[config.mk]
export PLATFORM = sky130hd
export DESIGN_NAME = gate_test_sequencer_flat
export DESIGN_NICKNAME = d
export VERILOG_FILES = /design/src/rtl/gate_test_sequencer_if.sv /design/src/rtl/gate_test_sequencer.sv /design/src/flat_wrapper.sv
export SDC_FILE = /design/constraint.sdc
export NUM_CORES = 1
export LEC_CHECK = 0
export CAP_MARGIN = 20
export CORE_AREA = 2 2 153 155
export DETAILED_ROUTE_END_ITERATION = 10
export DIE_AREA = 0 0 155 157
export DONT_BUFFER_PORTS = 1
export GPL_TIMING_DRIVEN = 1
export SLEW_MARGIN = 25
export SYNTH_ARGS = -nofsm -noshare
export SYNTH_HDL_FRONTEND = slang
export SYNTH_SLANG_ARGS = --single-unit
[constraint.sdc]
create_clock -name clk -period 2.8 [get_ports clk]
set_clock_uncertainty 0.15 [all_clocks]
set_input_delay 0.28 -clock clk [delete_from_list [all_inputs] [get_ports clk]]
set_output_delay 0.28 -clock clk [all_outputs]
set_load 0.1 [all_outputs]
[src/rtl/gate_test_sequencer_if.sv]
// Memory-port bundle between the gate-test sequencer (master) and the shared
// byte memory (slave). Request/acknowledge handshake with one-cycle ack.
interface gate_test_sequencer_if;
  logic        mem_req;
  logic        mem_we;
  logic [15:0] mem_addr;
  logic [7:0]  mem_wdata;
  logic [7:0]  mem_rdata;
  logic        mem_ack;

  modport master (
    output mem_req,
    output mem_we,
    output mem_addr,
    output mem_wdata,
    input  mem_rdata,
    input  mem_ack
  );

  modport slave (
    input  mem_req,
    input  mem_we,
    input  mem_addr,
    input  mem_wdata,
    output mem_rdata,
    output mem_ack
  );
endinterface

[src/rtl/gate_test_sequencer.sv]
// Gate-test sequencer: reads each input vector from memory, drives it onto the
// device pins, waits SETTLE_CYCLES, then writes the sampled device outputs to
// the result region. All outputs come straight from registers.
module gate_test_sequencer #(
  parameter int unsigned SETTLE_CYCLES = 4
) (
  input  logic                         clk,
  input  logic                         rst_n,
  input  logic                         start,
  input  logic                         abort,
  input  logic [15:0]                  in_start_addr,
  input  logic [15:0]                  in_end_addr,
  input  logic [15:0]                  out_start_addr,
  gate_test_sequencer_if.master        mem_if,
  output logic [7:0]                   dut_in,
  input  logic [7:0]                   dut_out,
  output logic                         busy,
  output logic                         done,
  output logic                         err,
  output logic [15:0]                  vec_count
);

  localparam logic [7:0] SETTLE_LOAD = 8'(SETTLE_CYCLES);

  typedef enum logic [2:0] {
    ST_IDLE   = 3'd0,
    ST_READ   = 3'd1,
    ST_SETTLE = 3'd2,
    ST_WRITE  = 3'd3,
    ST_DONE   = 3'd4
  } state_t;

  state_t      state_q, state_d;
  logic [15:0] rd_ptr_q, rd_ptr_d;
  logic [15:0] wr_ptr_q, wr_ptr_d;
  logic [15:0] end_ptr_q, end_ptr_d;
  logic [7:0]  settle_cnt_q, settle_cnt_d;
  logic [7:0]  dut_in_q, dut_in_d;
  logic [15:0] vec_count_q, vec_count_d;
  logic        mem_req_q, mem_req_d;
  logic        mem_we_q, mem_we_d;
  logic [15:0] mem_addr_q, mem_addr_d;
  logic [7:0]  mem_wdata_q, mem_wdata_d;
  logic        busy_q, busy_d;
  logic        done_q, done_d;
  logic        err_q, err_d;

  // State, datapath and output registers; async reset drops mem_req immediately.
  always_ff @(posedge clk or negedge rst_n) begin
    if (!rst_n) begin
      state_q      <= ST_IDLE;
      rd_ptr_q     <= 16'h0000;
      wr_ptr_q     <= 16'h0000;
      end_ptr_q    <= 16'h0000;
      settle_cnt_q <= 8'h00;
      dut_in_q     <= 8'h00;
      vec_count_q  <= 16'h0000;
      mem_req_q    <= 1'b0;
      mem_we_q     <= 1'b0;
      mem_addr_q   <= 16'h0000;
      mem_wdata_q  <= 8'h00;
      busy_q       <= 1'b0;
      done_q       <= 1'b0;
      err_q        <= 1'b0;
    end else begin
      state_q      <= state_d;
      rd_ptr_q     <= rd_ptr_d;
      wr_ptr_q     <= wr_ptr_d;
      end_ptr_q    <= end_ptr_d;
      settle_cnt_q <= settle_cnt_d;
      dut_in_q     <= dut_in_d;
      vec_count_q  <= vec_count_d;
      mem_req_q    <= mem_req_d;
      mem_we_q     <= mem_we_d;
      mem_addr_q   <= mem_addr_d;
      mem_wdata_q  <= mem_wdata_d;
      busy_q       <= busy_d;
      done_q       <= done_d;
      err_q        <= err_d;
    end
  end

  // Next-state and datapath updates; abort overrides any pending update.
  always_comb begin
    state_d      = state_q;
    rd_ptr_d     = rd_ptr_q;
    wr_ptr_d     = wr_ptr_q;
    end_ptr_d    = end_ptr_q;
    settle_cnt_d = settle_cnt_q;
    dut_in_d     = dut_in_q;
    vec_count_d  = vec_count_q;
    mem_wdata_d  = mem_wdata_q;
    err_d        = 1'b0;

    case (state_q)
      ST_IDLE: begin
        if (start) begin
          if (in_end_addr >= in_start_addr) begin
            rd_ptr_d    = in_start_addr;
            wr_ptr_d    = out_start_addr;
            end_ptr_d   = in_end_addr;
            vec_count_d = 16'h0000;
            state_d     = ST_READ;
          end else begin
            err_d = 1'b1;
          end
        end else begin
          state_d = ST_IDLE;
        end
      end
      ST_READ: begin
        if (mem_if.mem_ack) begin
          dut_in_d     = mem_if.mem_rdata;
          settle_cnt_d = SETTLE_LOAD;
          state_d      = ST_SETTLE;
        end else begin
          state_d = ST_READ;
        end
      end
      ST_SETTLE: begin
        if (settle_cnt_q == 8'd1) begin
          mem_wdata_d = dut_out;
          state_d     = ST_WRITE;
        end else begin
          settle_cnt_d = settle_cnt_q - 8'd1;
        end
      end
      ST_WRITE: begin
        if (mem_if.mem_ack) begin
          vec_count_d = vec_count_q + 16'd1;
          // Compare before incrementing so an end address of 0xFFFF stops cleanly.
          if (rd_ptr_q == end_ptr_q) begin
            state_d = ST_DONE;
          end else begin
            rd_ptr_d = rd_ptr_q + 16'd1;
            wr_ptr_d = wr_ptr_q + 16'd1;
            state_d  = ST_READ;
          end
        end else begin
          state_d = ST_WRITE;
        end
      end
      ST_DONE: begin
        state_d = ST_IDLE;
      end
      default: begin
        state_d = ST_IDLE;
      end
    endcase

    // Abort discards whatever the current state (including an ack) would have done.
    if (abort && (state_q != ST_IDLE)) begin
      state_d      = ST_IDLE;
      rd_ptr_d     = rd_ptr_q;
      wr_ptr_d     = wr_ptr_q;
      end_ptr_d    = end_ptr_q;
      settle_cnt_d = settle_cnt_q;
      dut_in_d     = dut_in_q;
      vec_count_d  = vec_count_q;
      mem_wdata_d  = mem_wdata_q;
    end else begin
      err_d = err_d;
    end
  end

  // Registered outputs decoded from the next state, so they align with it.
  always_comb begin
    mem_req_d  = (state_d == ST_READ) || (state_d == ST_WRITE);
    mem_we_d   = (state_d == ST_WRITE);
    busy_d     = (state_d != ST_IDLE);
    done_d     = (state_d == ST_DONE);
    mem_addr_d = mem_addr_q;
    if (state_d == ST_WRITE) begin
      mem_addr_d = wr_ptr_d;
    end else if (state_d == ST_READ) begin
      mem_addr_d = rd_ptr_d;
    end else begin
      mem_addr_d = mem_addr_q;
    end
  end

  assign mem_if.mem_req   = mem_req_q;
  assign mem_if.mem_we    = mem_we_q;
  assign mem_if.mem_addr  = mem_addr_q;
  assign mem_if.mem_wdata = mem_wdata_q;
  assign dut_in           = dut_in_q;
  assign busy             = busy_q;
  assign done             = done_q;
  assign err              = err_q;
  assign vec_count        = vec_count_q;

endmodule

[src/flat_wrapper.sv]
// flat-port wrapper written by rule: the top's interface ports become plain ports
module gate_test_sequencer_flat 
#(
  parameter int unsigned SETTLE_CYCLES = 4
)
  (clk, rst_n, start, abort, in_start_addr, in_end_addr, out_start_addr, dut_in, dut_out, busy, done, err, vec_count, mem_if_mem_req, mem_if_mem_we, mem_if_mem_addr, mem_if_mem_wdata, mem_if_mem_rdata, mem_if_mem_ack);
  gate_test_sequencer_if mem_if_i ();
  input  logic clk;
  input  logic rst_n;
  input  logic start;
  input  logic abort;
  input  logic [15:0] in_start_addr;
  input  logic [15:0] in_end_addr;
  input  logic [15:0] out_start_addr;
  output logic [7:0] dut_in;
  input  logic [7:0] dut_out;
  output logic busy;
  output logic done;
  output logic err;
  output logic [15:0] vec_count;
  output wire logic [$bits(mem_if_i.mem_req)-1:0] mem_if_mem_req;
  output wire logic [$bits(mem_if_i.mem_we)-1:0] mem_if_mem_we;
  output wire logic [$bits(mem_if_i.mem_addr)-1:0] mem_if_mem_addr;
  output wire logic [$bits(mem_if_i.mem_wdata)-1:0] mem_if_mem_wdata;
  input wire logic [$bits(mem_if_i.mem_rdata)-1:0] mem_if_mem_rdata;
  input wire logic [$bits(mem_if_i.mem_ack)-1:0] mem_if_mem_ack;
  assign mem_if_mem_req = mem_if_i.mem_req;
  assign mem_if_mem_we = mem_if_i.mem_we;
  assign mem_if_mem_addr = mem_if_i.mem_addr;
  assign mem_if_mem_wdata = mem_if_i.mem_wdata;
  assign mem_if_i.mem_rdata = mem_if_mem_rdata;
  assign mem_if_i.mem_ack = mem_if_mem_ack;
  gate_test_sequencer #(.SETTLE_CYCLES(SETTLE_CYCLES)) u_core (.clk(clk), .rst_n(rst_n), .start(start), .abort(abort), .in_start_addr(in_start_addr), .in_end_addr(in_end_addr), .out_start_addr(out_start_addr), .mem_if(mem_if_i), .dut_in(dut_in), .dut_out(dut_out), .busy(busy), .done(done), .err(err), .vec_count(vec_count));
endmodule
Yosys cells after proc, flatten, opt, wreduce, memory -nomap -nowiden
Index checks and enable logic that the tools add are counted.

Register bits: 112. Output and inout port bits: 53. Word-level logic and storage cells: 78.

Add/sub/neg operators: 4. Order comparisons: 1. Equal/unequal tests: 13. Mux-type cells: 32. Bitwise gates (word level): 1. Reductions and logical operators: 13.

Operator list (number): 16-bit 2-to-1 mux (15); 16-bit case mux with 2 select lines (3); 16-bit by 1-bit adder with 16-bit output (second input constant) (3); 3-bit 2-to-1 mux (6); 16-bit == test (1); 16-bit greater-or-equal comparator (1); 8-bit 2-to-1 mux (2); 8-bit case mux with 2 select lines (1); 3-bit case mux with 4 select lines (1); 3-bit by 2-bit == test with 1-bit output (second input constant) (3); 8-bit by 1-bit == test with 1-bit output (second input constant) (1); 2-bit inequality test (second input constant) (4); 4-bit AND reduction (2); 8-bit by 1-bit subtractor with 8-bit output (second input constant) (1); 3-bit by 1-bit == test with 1-bit output (second input constant) (2); 3-bit AND reduction (2); 2-bit nonzero test (3); 3-bit nonzero test (2); 5-bit AND reduction (1); 3-bit == test (second input constant) (1); 3-bit zero test (1); 1-bit 2-to-1 mux (3); 2-bit 2-to-1 mux (1); 2-bit by 1-bit inequality test with 1-bit output (second input constant) (1); other kinds (3) (3).

Longest topological paths before layout
Depth in word-level cells: 8. Gate-level depth with buffers: 11. Mapped depth without buffers: 9.

Least setup slack after synthesis
OpenSTA, ideal clock, no wires.

Path kind: input port to flip-flop. Start: input port in_start_addr[13]. End: register u_core.mem_addr_q[0] (netlist: u_core.mem_if.mem_addr[0]). Setup time: 0.126 ns. Data arrival time: 2.467 ns. Slack: 0.057 ns. Stages: 10. Buffers on the path: 1. Cells stage by stage: inv_1 -> ha_1 -> a21oi_1 -> o21ai_1 -> or4_4 -> o31a_4 -> a22oi_4 -> buf_6 -> nor2_1 -> a221o_1.

Cells in the longest elaborated chain, start to end: 7. Elaborated cells on any way between the ends: 18. Those cells by class: order compare (1); eq/ne (2); mux (14); reduce/logical (1).

Ends and longest elaborated chain: from (decl) (line flat_wrapper.sv:12) `input logic [15:0] in_start_addr;`; 16-bit greater-or-equal comparator * (line gate_test_sequencer.sv:98) `if (in_end_addr >= in_start_addr) begin`; 3-bit 2-to-1 mux or 16-bit 2-to-1 mux (tied branches) (line gate_test_sequencer.sv:98); 3-bit 2-to-1 mux or 16-bit 2-to-1 mux (tied branches) (line gate_test_sequencer.sv:97) `if (start) begin`; 3-bit case mux with 4 select lines or 16-bit case mux with 2 select lines (tied branches) (line gate_test_sequencer.sv:95) `case (state_q)`; 3-bit 2-to-1 mux or 16-bit 2-to-1 mux (tied branches) (line gate_test_sequencer.sv:152) `if (abort && (state_q != ST_IDLE)) begin`; 3-bit by 2-bit == test with 1-bit output (tied with other cells) (line gate_test_sequencer.sv:173) `if (state_d == ST_WRITE) begin`; 16-bit 2-to-1 mux or 2-bit nonzero test (tied branches); to (signal assigned) (line gate_test_sequencer.sv:75) `mem_addr_q <= mem_addr_d;`; to (decl) (line gate_test_sequencer.sv:42) `logic [15:0] mem_addr_q, mem_addr_d;`.

Mark *: on every way between the ends. The rest lies on a longest branch, timed or not. The select of a mux whose other input is x is not followed. A chain may end at the register's enable or synchronous reset.

Worst setup path in the final report
Start: register u_core.end_ptr_q[4]. End: register u_core.mem_addr_q[3] (netlist: u_core.mem_if.mem_addr[3]).

Cells in the longest elaborated chain, start to end: 7. Elaborated cells on any way between the ends: 18. Those cells by class: eq/ne (3); mux (14); reduce/logical (1).

Ends and longest elaborated chain: from (decl) (line gate_test_sequencer.sv:36) `logic [15:0] end_ptr_q, end_ptr_d;`; from (signal assigned) (line gate_test_sequencer.sv:69) `end_ptr_q <= end_ptr_d;`; 16-bit == test * (line gate_test_sequencer.sv:132) `if (rd_ptr_q == end_ptr_q) begin`; 3-bit 2-to-1 mux or 16-bit 2-to-1 mux (tied branches) (line gate_test_sequencer.sv:132); 3-bit 2-to-1 mux or 16-bit 2-to-1 mux (tied branches) (line gate_test_sequencer.sv:129) `if (mem_if.mem_ack) begin`; 3-bit case mux with 4 select lines or 16-bit case mux with 2 select lines (tied branches) (line gate_test_sequencer.sv:95); 3-bit 2-to-1 mux or 16-bit 2-to-1 mux (tied branches) (line gate_test_sequencer.sv:152); 3-bit by 2-bit == test with 1-bit output (tied with other cells) (line gate_test_sequencer.sv:173); 16-bit 2-to-1 mux or 2-bit nonzero test (tied branches).

Marks and branches as above.

==> impl_metrics.py <==
metrics = {
    "power": {
        "intPower_mw": 4.269,
        "switching_power_mw": 4.153,
        "seq_power_share_pct": 44.2,
        "combPwrFrac_pct": 39.7,
        "p_sw_share_pct": 49.31,
        "p_clk_share_pct": 16.1,
        "vdd_drop_max_uv": 384.1,
        "p_leak_nw": 3.895,
        "p_per_area_mw_per_mm2": 980.0,
    },
    "synth": {
        "yosysSeqAreaShare_pct": 41.91,
        "netlist_area_mm2": 0.006688,
        "ys_types": 78,
        "synth_top_flop_cell": "dfrtp_1",
        "syn-num-nets": 841,
        "synth_area_per_cell_um2": 8.905,
        "async_reset_ff_share_pct": 100.0,
        "yosysWarnings": 0,
        "syn_inst": 751,
        "synth_seq_cells": 112,
        "synth-edff-count": 0,
    },
    "placement": {
        "io_buffers": 0,
        "dp_slack_ns": -0.1534,
        "dp.cells": 1109,
        "dpl.hpwl_um": 16220,
        "place.gp.congestion": 0.8650,
    },
    "grt": {
        "grt_use_total_pct": 18.23,
        "grt_pass1_vias": 6059,
        "grt_pass1_wl_um": 34250,
        "antenna_found_initial": 1,
        "grt_start_max_net_pins": 113,
        "overflow": 0,
    },
    "routing": {
        "wl_met2_um": 9988,
        "drt_pass1_iterations": 5,
        "drc_errors": 0,
        "highest_layer": "met4",
        "routed_wl_um": 22090,
        "wl_met3_um": 1730,
        "avgViaCountPerCell": 5.329,
        "drt_iter0_markers": 514,
        "wl_per_cell_um": 18.75,
        "wl_met1_um": 9982,
        "vias": 6278,
        "ant_nets": 0,
    },
    "clock_tree": {
        "path_clk_slew_ns": 0.08,
        "htreeDepth": 3,
        "cts_buffer_depth": 2,
        "cts_hold_buffers": 52,
        "cts_tree": "yes",
        "root_buffer": "clkbuf_16",
        "cts_num_sinks": 112,
        "numCtsBuffers": 9,
        "clk_latency_ns": 0.37,
    },
    "cells_and_area": {
        "seqCellArea_mm2": 0.002805,
        "final_cells": 1178,
        "n_fill_cell": 2266,
        "area_growth_pct": 28.51,
        "finalNetCount": 978,
        "multi_input_area_mm2": 0.003560,
        "post-route-util_pct": 38.19,
        "drive_above_1_share_pct": 19.62,
    },
    "timing": {
        "fmax_mhz": 368.3,
        "hold_violations": 112,
        "worstMarginPinSlew_ns": 1.004,
        "setup_viol": 0,
        "finalWorstSetupSlack_ns": 0.08460,
        "slew_viol_final": 0,
        "fin_crit_sh_pct": 96.98,
        "maxSlewHeadroom_pct": 33.05,
        "worst_hold_slack_ns": -0.5422,
        "post-route-min-period_ns": 2.715,
    },
    "setup_path": {
        "crit_type": "reg2reg",
        "crit_fanout": 8,
        "critical_path_arrival_ns": 2.81,
        "required_ns": 2.89,
        "start_kind": "flip-flop",
        "critPathCaptureType": "flip-flop",
    },
    "floorplanning": {
        "die_y_um": 157,
        "rows": 55,
        "design.core.area_mm2": 0.02250,
        "io_pins": 122,
        "die_w_um": 155,
        "die-area_mm2": 0.02434,
        "initial_core_util_pct": 29.72,
    },
    "hold_path": {
        "hold_path.class": "in2async",
    },
    "status": {
        "outcome": "finished with violations",
        "failed_checks": "negative hold slack",
    },
    "run": {
        "cap_violations": 0,
    },
}
worst max-delay path: stages (launching register included):
cell and delay [ns]:
dfrtp_1 0.41, xnor2_2 0.18, nand4_1 0.24, o41ai_4 0.55
buf_4 0.20, buf_4 0.15, nor3_1 0.06, o21ai_1 0.21
o2111ai_2 0.20, a22o_1 0.23
cells by family (layout without fill, tap and decap cells):
kind of cell	after synthesis	after routing	share of synthesized area [%]
compound gates	180	180	20.17
xor+xnor	25	25	3.274
fa+ha+maj	21	21	3.929
buf+inv	83	224	5.519
flops	112	112	41.91
mux	13	13	2.189
other cells	0	1	0
simple gates	317	317	23.01
power by group through the flow:
stage	clock network [mW]	registers [mW]	logic, mW
global placement	0	3.73	3.15
detailed placement	0	3.74	3.19
floorplan	0	3.98	1.72
finish	1.35	3.73	3.34
global route	1.45	3.82	3.62
CTS	1.40	3.71	3.27
placed cells by master (no fill, tap or decap), types with 6 or more instances in the layout:
cell type      count
buf_4            116
a21oi_1           35
o211ai_1          16
nor3_1            16
ha_1              21
nor2_1            36
nand3_1           27
clkbuf_16          9
and3_1            16
inv_1             39
or4_1             11
mux2_2             9
dfrtp_1          110
nand2b_1           7
nand4_1           11
a31oi_1            8
dlygate4sd3_1     52
nor4_1            10
o31ai_1           15
nand2_1          145
and2_1             6
xnor2_1           18
o21ai_0           30
or3_1             11
what timing repair did:
item	4_1_cts	5_1_grt
buffers inserted	0	1
resized for setup	1	8
endpoints found under the hold margin	166	112
endpoints found under the setup margin	2	9
pin swaps	0	4
path summary, 6_finish.rpt:
check / startpoint / slack [ns] / cells after the start / endpoint
worst max-delay path: u_core.end_ptr_q[4] / 0.08 / 9 / u_core.mem_if.mem_addr[3]
worst min-delay path: rst_n / -0.54 / 0 / u_core.vec_count[2]
worst max register to register: u_core.end_ptr_q[4] / 0.08 / 9 / u_core.mem_if.mem_addr[3]
worst min register to register: u_core.mem_if.mem_addr[5] / 0.34 / 2 / u_core.mem_if.mem_addr[5]
max in group asynchronous: rst_n / 2.87 / 0 / u_core.wr_ptr_q[15]
min in group clk: in_start_addr[11] / 0.03 / 3 / u_core.rd_ptr_q[11]
cells in the mapped netlist (8+ instances only):
library cell / count / share of area [%]
nand2_1: 145 / 8.1
o31ai_1: 15 / 1.7
buf_2: 16 / 1.2
ha_1: 21 / 3.9
o21ai_0: 30 / 2.2
a31oi_1: 8 / 0.75
and3_1: 16 / 1.5
clkbuf_1: 22 / 1.2
nor2_1: 36 / 2.0
nor3_1: 16 / 1.2
nand4_1: 11 / 1.0
nand3_1: 27 / 2.0
o211ai_1: 16 / 1.8
mux2_2: 9 / 1.5
or3_1: 11 / 1.0
a21oi_1: 35 / 2.6
xnor2_1: 21 / 2.8
inv_1: 39 / 2.2
nor4_1: 10 / 0.94
dfrtp_1: 112 / 42
or4_1: 11 / 1.2
layout make-up:
class | instances | area share (%)
multi-input cells | 556 | 41.42
flip-flops and latches | 112 | 32.64
repair buffers | 170 | 16.65
well taps | 285 | 4.149
clock buffers | 9 | 2.620
inverters | 39 | 1.703
clock inverters | 6 | 0.7861
diodes | 1 | 0.02912
sequential cells by signal (all words and copies together) (netlist names), 3 cells and up:
register,flops
u_core.wr_ptr_q,16
u_core.dut_in,8
u_core.mem_if.mem_addr,16
u_core.mem_if.mem_wdata,8
u_core.vec_count,16
u_core.rd_ptr_q,16
u_core.end_ptr_q,16
u_core.state_q,3
u_core.settle_cnt_q,8
layer usage:
metal  global-route usage [%]  up-vias
met1                    24.71     3009
li1                         -     2991
met5                        0        -
met4                    4.718        0
met3                    4.570       26
met2                    29.10      252
stage by stage:
stage	TNS, ns	area (um^2)	total power [mW]
floorplan	0	6688	5.704
global placement	-1.999	7730	6.874
detailed placement	-2.424	7730	6.924
CTS	0	8551	8.383
global route	-0.002004	8594	8.895
finish	0	8594	8.422
Power figures use the tool's default switching activity.
